--- config.mk ---
export PLATFORM = sky130hd
export DESIGN_NAME = controle_multiciclo
export DESIGN_NICKNAME = d
export VERILOG_FILES = /design/src/rtl/controle_multiciclo.sv
export SDC_FILE = /design/constraint.sdc
export NUM_CORES = 1
export LEC_CHECK = 0
export BUFFER_PORTS_ARGS = -buffer_cell sky130_fd_sc_hd__buf_2
export CORE_MARGIN = 4
export CORE_UTILIZATION = 42
export DETAILED_ROUTE_END_ITERATION = 16
export HOLD_SLACK_MARGIN = 0.15
export PLACE_DENSITY = 0.77
export SYNTH_ARGS = -nofsm -noshare
export SYNTH_HDL_FRONTEND = slang
export SYNTH_SLANG_ARGS = --single-unit
export TNS_END_PERCENT = 1
--- constraint.sdc ---
create_clock -name clk -period 1.4 [get_ports clk]
set_input_delay 0.21 -clock clk [delete_from_list [all_inputs] [get_ports clk]]
set_output_delay 0.21 -clock clk [all_outputs]
set_load 0.01 [all_outputs]
--- src/rtl/controle_multiciclo.sv ---
// Multi-cycle main control FSM for the MIPS datapath: sequences fetch, decode,
// execute, memory and write-back, with memory wait states through MemPronta.
module controle_multiciclo #(
   parameter logic [5:0] OP_RTYPE = 6'b000000,
   parameter logic [5:0] OP_LW    = 6'b100011,
   parameter logic [5:0] OP_SW    = 6'b101011,
   parameter logic [5:0] OP_BEQ   = 6'b000100,
   parameter logic [5:0] OP_ADDI  = 6'b001000,
   parameter logic [5:0] OP_J     = 6'b000010
) (
   input  logic       clk,
   input  logic       rst_n,
   input  logic [5:0] opcode,
   input  logic       MemPronta,
   output logic       IouD,
   output logic       LeMem,
   output logic       EscreveMem,
   output logic       EscreveIR,
   output logic       EscrevePC,
   output logic       EscrevePCCond,
   output logic [1:0] OrigPC,
   output logic       OrigALUA,
   output logic [1:0] OrigALUB,
   output logic [1:0] OpALU,
   output logic       RegDst,
   output logic       MemparaReg,
   output logic       EscreveReg,
   output logic       InstrFim,
   output logic       InstrInvalida,
   output logic [3:0] estado
);

   typedef enum logic [3:0] {
      S_IDLE   = 4'd0,
      S_FETCH  = 4'd1,
      S_DECODE = 4'd2,
      S_MEMADR = 4'd3,
      S_MEMRD  = 4'd4,
      S_MEMWB  = 4'd5,
      S_MEMWR  = 4'd6,
      S_EXEC   = 4'd7,
      S_ALUWB  = 4'd8,
      S_BRANCH = 4'd9,
      S_ADDIEX = 4'd10,
      S_ADDIWB = 4'd11,
      S_JUMP   = 4'd12
   } state_t;

   state_t r_estado;
   state_t w_prox;
   logic   w_op_valido;

   assign w_op_valido = (opcode == OP_RTYPE) || (opcode == OP_LW) || (opcode == OP_SW) ||
                        (opcode == OP_BEQ) || (opcode == OP_ADDI) || (opcode == OP_J);
   assign estado = r_estado;

   always_ff @(posedge clk or negedge rst_n) begin
      if (!rst_n) r_estado <= S_IDLE;
      else        r_estado <= w_prox;
   end

   always_comb begin
      w_prox = S_FETCH;
      case (r_estado)
         S_IDLE:   w_prox = S_FETCH;
         S_FETCH:  w_prox = MemPronta ? S_DECODE : S_FETCH;
         S_DECODE: begin
            if (opcode == OP_LW || opcode == OP_SW) w_prox = S_MEMADR;
            else if (opcode == OP_RTYPE)            w_prox = S_EXEC;
            else if (opcode == OP_BEQ)              w_prox = S_BRANCH;
            else if (opcode == OP_ADDI)             w_prox = S_ADDIEX;
            else if (opcode == OP_J)                w_prox = S_JUMP;
            else                                    w_prox = S_FETCH;
         end
         S_MEMADR: w_prox = (opcode == OP_LW) ? S_MEMRD : S_MEMWR;
         S_MEMRD:  w_prox = MemPronta ? S_MEMWB : S_MEMRD;
         S_MEMWB:  w_prox = S_FETCH;
         S_MEMWR:  w_prox = MemPronta ? S_FETCH : S_MEMWR;
         S_EXEC:   w_prox = S_ALUWB;
         S_ALUWB:  w_prox = S_FETCH;
         S_BRANCH: w_prox = S_FETCH;
         S_ADDIEX: w_prox = S_ADDIWB;
         S_ADDIWB: w_prox = S_FETCH;
         S_JUMP:   w_prox = S_FETCH;
         default:  w_prox = S_FETCH;
      endcase
   end

   // Decoded combinationally from state: MemPronta must qualify FETCH/MEMWR in the same cycle,
   // and the async reset forces IDLE, so every output drops as soon as rst_n falls.
   always_comb begin
      IouD          = 1'b0;
      LeMem         = 1'b0;
      EscreveMem    = 1'b0;
      EscreveIR     = 1'b0;
      EscrevePC     = 1'b0;
      EscrevePCCond = 1'b0;
      OrigPC        = 2'b00;
      OrigALUA      = 1'b0;
      OrigALUB      = 2'b00;
      OpALU         = 2'b00;
      RegDst        = 1'b0;
      MemparaReg    = 1'b0;
      EscreveReg    = 1'b0;
      InstrFim      = 1'b0;
      InstrInvalida = 1'b0;
      case (r_estado)
         S_FETCH: begin
            LeMem     = 1'b1;
            OrigALUB  = 2'b01;
            EscreveIR = MemPronta;
            EscrevePC = MemPronta;
         end
         S_DECODE: begin
            OrigALUB      = 2'b11;
            InstrInvalida = ~w_op_valido;
         end
         S_MEMADR: begin
            OrigALUA = 1'b1;
            OrigALUB = 2'b10;
         end
         S_MEMRD: begin
            LeMem = 1'b1;
            IouD  = 1'b1;
         end
         S_MEMWB: begin
            MemparaReg = 1'b1;
            EscreveReg = 1'b1;
            InstrFim   = 1'b1;
         end
         S_MEMWR: begin
            EscreveMem = 1'b1;
            IouD       = 1'b1;
            InstrFim   = MemPronta;
         end
         S_EXEC: begin
            OrigALUA = 1'b1;
            OpALU    = 2'b10;
         end
         S_ALUWB: begin
            RegDst     = 1'b1;
            EscreveReg = 1'b1;
            InstrFim   = 1'b1;
         end
         S_BRANCH: begin
            OrigALUA      = 1'b1;
            OpALU         = 2'b01;
            EscrevePCCond = 1'b1;
            OrigPC        = 2'b01;
            InstrFim      = 1'b1;
         end
         S_ADDIEX: begin
            OrigALUA = 1'b1;
            OrigALUB = 2'b10;
         end
         S_ADDIWB: begin
            EscreveReg = 1'b1;
            InstrFim   = 1'b1;
         end
         S_JUMP: begin
            EscrevePC = 1'b1;
            OrigPC    = 2'b10;
            InstrFim  = 1'b1;
         end
         default: ;
      endcase
   end

endmodule

---- Word-level counts from Yosys, hierarchy flattened ----
Index checks and enable logic that the tools add are counted.
storage, ports and cells
  register bits ........................... 4
  input bits .............................. 9
cells by class
  equality and inequality tests ........... 17
  muxes and demuxes ....................... 25
  bitwise gates (word level) .............. 1
  reductions and logical operators ........ 13
operator list
  cell                  number
  $pmux W4 S7           1
  $eq A4 B4 Y1 const B  5
  $mux W4               5
  $eq A4 B3 Y1 const B  4
  $eq A6 B6 Y1 const B  2
  $mux W1               11
  $eq A4 B2 Y1 const B  2
  $pmux W2 S2           2
  $eq A6 B2 Y1 const B  1
  $eq A6 B3 Y1 const B  1
  $eq A6 B4 Y1 const B  1
  $logic_not A6 Y1      1
  $logic_or A1 B1 Y1    6
  $pmux W2 S3           1
  $reduce_or A2 Y1      3
  $reduce_or A5 Y1      1
  $eq A4 B1 Y1 const B  1
  $mux W2               2
  $pmux W1 S2           2
  $reduce_or A4 Y1      1
  $mux W3               1
  $reduce_or A3 Y1      1
  $not A1 Y1            1

---- Logic depth before layout (Yosys ltp) ----
  depth in word-level cells ............... 8
  mapped depth ............................ 5
  gate-level depth less buffers ........... 3

---- Worst setup path before layout ----
OpenSTA, ideal clock, no wires.
  kind .................................... register to output
  start point ............................. reg r_estado[0] (netlist: estado[0])
  end point ............................... out InstrFim
  data arrival time ....................... 1.244 ns
  required time ........................... 1.190 ns
  slack ................................... -0.054 ns
  stages on the path, launching flop included .. 6
  cell sequence ........................... dfrtp_1 -> clkbuf_1 -> buf_2 -> mux2i_1 -> nand2_1 -> o21ai_1
between the ends
  longest elaborated chain between the ends .. 3
RTL lines
  item                                                 line  RTL
  from (decl)                                          49    state_t r_estado;
  from (signal assigned)                               59    else r_estado <= w_prox;
  $eq A4 B4 Y1 / $eq A4 B3 Y1 (equally long branches)  107   case (r_estado)
  $reduce_or A5 Y1 (no line)                           --
  $pmux W1 S2 (*)                                      107
  to (decl)                                            28    output logic InstrFim,
Mark *: on every way between the ends. The rest lies on a longest branch, timed or not.

---- Worst setup path in the final report ----
Same ends and word-level chain as after synthesis.

==> metrics.txt <==
outcome=finished with violations; failing checks=negative setup slack; fin nets=130; async set or reset register ratio after synthesis=100.0%; endpoints failing setup=15; clk slew on worst S/H paths=0.04 ns; relative max-transition margin=between 80% and 90%; yosys warns=0; vias in the first global route=649; I/O Buffers=30; H-Tree Depth=1; Crit Path Class=reg2out; worst hold path class=in2async; worst reg2reg path endpoint=estado[0]; initial antenna violation count=0; gp weighted congestion=0.8496; maximum VDD drop=between 0.001 and 0.0015 V; mean number of vias per cell=5.842; data required time of the worst path=roughly 1.2 ns; first-pass GRT wire length=2794 um; number of synthesized flops with an enable pin=0; Mapped Area=555.5 sq um; Area Overhead vs Synth=66.22%; # rows=12; die area=1969 sq um; Largest delay share family, worst path=flip-flops; Max Cap Viol=0; Cell variety after synth=33; antenna-violating nets left=0; IO Pins=31; Design Area, Final=923.4 sq um; critical path peak fanout=10; Post-DP HPWL=1259 um; clk_lat worst skew=0.24 ns; Initial Util=47.44%; final worst-path cycle share=113.8%; Net Count, Synth=just under 90; layout cells sized above 1=54.62%; syn avg cell area=around 7 sq um; Ant. Diodes=0; core area=approximately 1200 sq um; share of the synthesized area in the top cell type=18.02%; FF-to-FF path depth=3; reg-to-reg startpoint=estado[2]; Tot Pwr=0.001764 W; Tot GR Track Use=19.73%; Main synth FF type=dfrtp_1; root buf cell=clkbuf_4; startpoint types=flop; drt drc=0; Die X=approximately 44 um; post-synthesis sequential area ratio=between 15 and 20%; final wirelength=2005 um; FF+latch area=approximately 100 sq um; cells along the critical path=buf_6 > mux2i_1 > nand2_1 > o21ai_1 > buf_2; WHS=0.3300 ns; total CTS buffers=3; CTS tree=built; FMAX=627.7 MHz; CP endpoint kind=primary output; cell type with the highest aggregate area in the netlist=dfrtp_1; largest net degree at the start of global routing=15; Buffers & Inverters on Critical Path=2; Area contributors post-synth=dfrtp_1 (18%), nor2_1 (6.8%), nor2b_1 (6.8%), nand2b_1 (5.6%), o2111ai_1 (4.7%); DRT Pass-1 Iters=4; FILL cells=78; crit path DAT=1.38 ns; RSZ-0062 raised after global routing=true; Setup WS post-layout=-0.1931 ns; Tmin final=1.593 ns; leakage power=0.4428 nW; Worst-Margin Slew=~0.27 ns; Yosys reg bits=4; Post-Synthesis Cells=78; P per Cell Area=~1900 nW/um^2; Critical Path Slowest Stage Cell=dfrtp_2; DRT iter0 DRCs=16; global route total overflow=0; worst clock skew=~0.0014 ns; DP Area=763.2 sq um; most frequent cell after synthesis=nor2_1; Worst R2R Setup Slack=-0.01 ns; Worst path max stage delay=0.43 ns; die height=44.37 um; multi-input logic area=499.2 sq um; number of flip-flops in the largest register=4; Sink Count=4; endpoints failing hold=0; routed len/inst=15.08 um; DR vias=between 700 and 800; max-slew violations=0; Synth top cells by count=nor2_1 (10), nand2_1 (6), nor2b_1 (6); deepest clock path buffer count=2
-- placed cells by master (no fill, tap or decap), types with 4 or more instances in the layout --
cell type | netlist | routed
buf_6 | 0 | 4
nor2_1 | 10 | 7
buf_2 | 1 | 30
nor3_1 | 5 | 4
buf_4 | 2 | 10
nand2_1 | 6 | 6
o22ai_1 | 4 | 4
-- area by class of cell --
| class | instances | area share, % |
|---|---|---|
| clock buffers | 3 | 2.439 |
| flip-flops and latches | 4 | 11.25 |
| well taps | 14 | 1.897 |
| multi-input cells | 67 | 54.07 |
| repair buffers | 45 | 30.35 |
-- cell families (layout without fill, tap and decap cells) --
family	after synthesis	count (layout)	share of synthesized area [%]
flops	4	4	18.02
compound gates	19	19	23.87
simple gates	44	44	45.27
mux	1	1	1.802
buf+inv	7	48	6.304
xor+xnor	3	3	4.731
-- power breakdown --
part | internal [W] | leakage [nW] | switching, W
clock network | 0.0000961 | 0.0138 | 0.0000509
registers | 0.000164 | 0.0472 | 0.0000772
logic | 0.000670 | 0.382 | 0.000705
-- metrics by stage --
stage                     instances  utilization (%)    TNS, ns  setup slack (ns)
after global placement          125            65.17          0           0.05097
after detailed placement        125            65.17          0           0.05140
after global routing            133            78.85     -2.611           -0.2682
after CTS                       132            73.18    -0.8237           -0.1152
final                           133            78.85     -1.348           -0.1931
after floorplan                  78                -  -0.006292         -0.006292
-- worst max-delay path by stage --
| stage | from | end | slack, ns | depth (start not counted) |
|---|---|---|---|---|
| global placement | estado[0] | InstrInvalida | 0.05 | 4 |
| floorplan | estado[3] | InstrInvalida | -0.006 | 3 |
| detailed placement | estado[2] | estado[0] | 0.05 | 3 |
| CTS | estado[2] | EscrevePC | -0.12 | 5 |
| finish | estado[0] | InstrFim | -0.19 | 5 |
| global route | estado[0] | InstrFim | -0.27 | 5 |
-- what timing repair did --
action,in CTS,in global routing
hold buffers,1,0
setup buffers,3,1
setup endpoints to repair,15,19
pin swaps,1,5
endpoints found under the hold margin,4,0
gates resized for setup,12,15
-- per-layer routing --
metal	up-vias	GRT usage, %	part of all wire (%)
met2	39	32.85	48
met3	6	2.033	7.1
met1	364	22.68	41
met4	0	15.66	3.4
met5	-	0	0
li1	368	-	-
No activity file was read; power rests on OpenSTA's default activity.
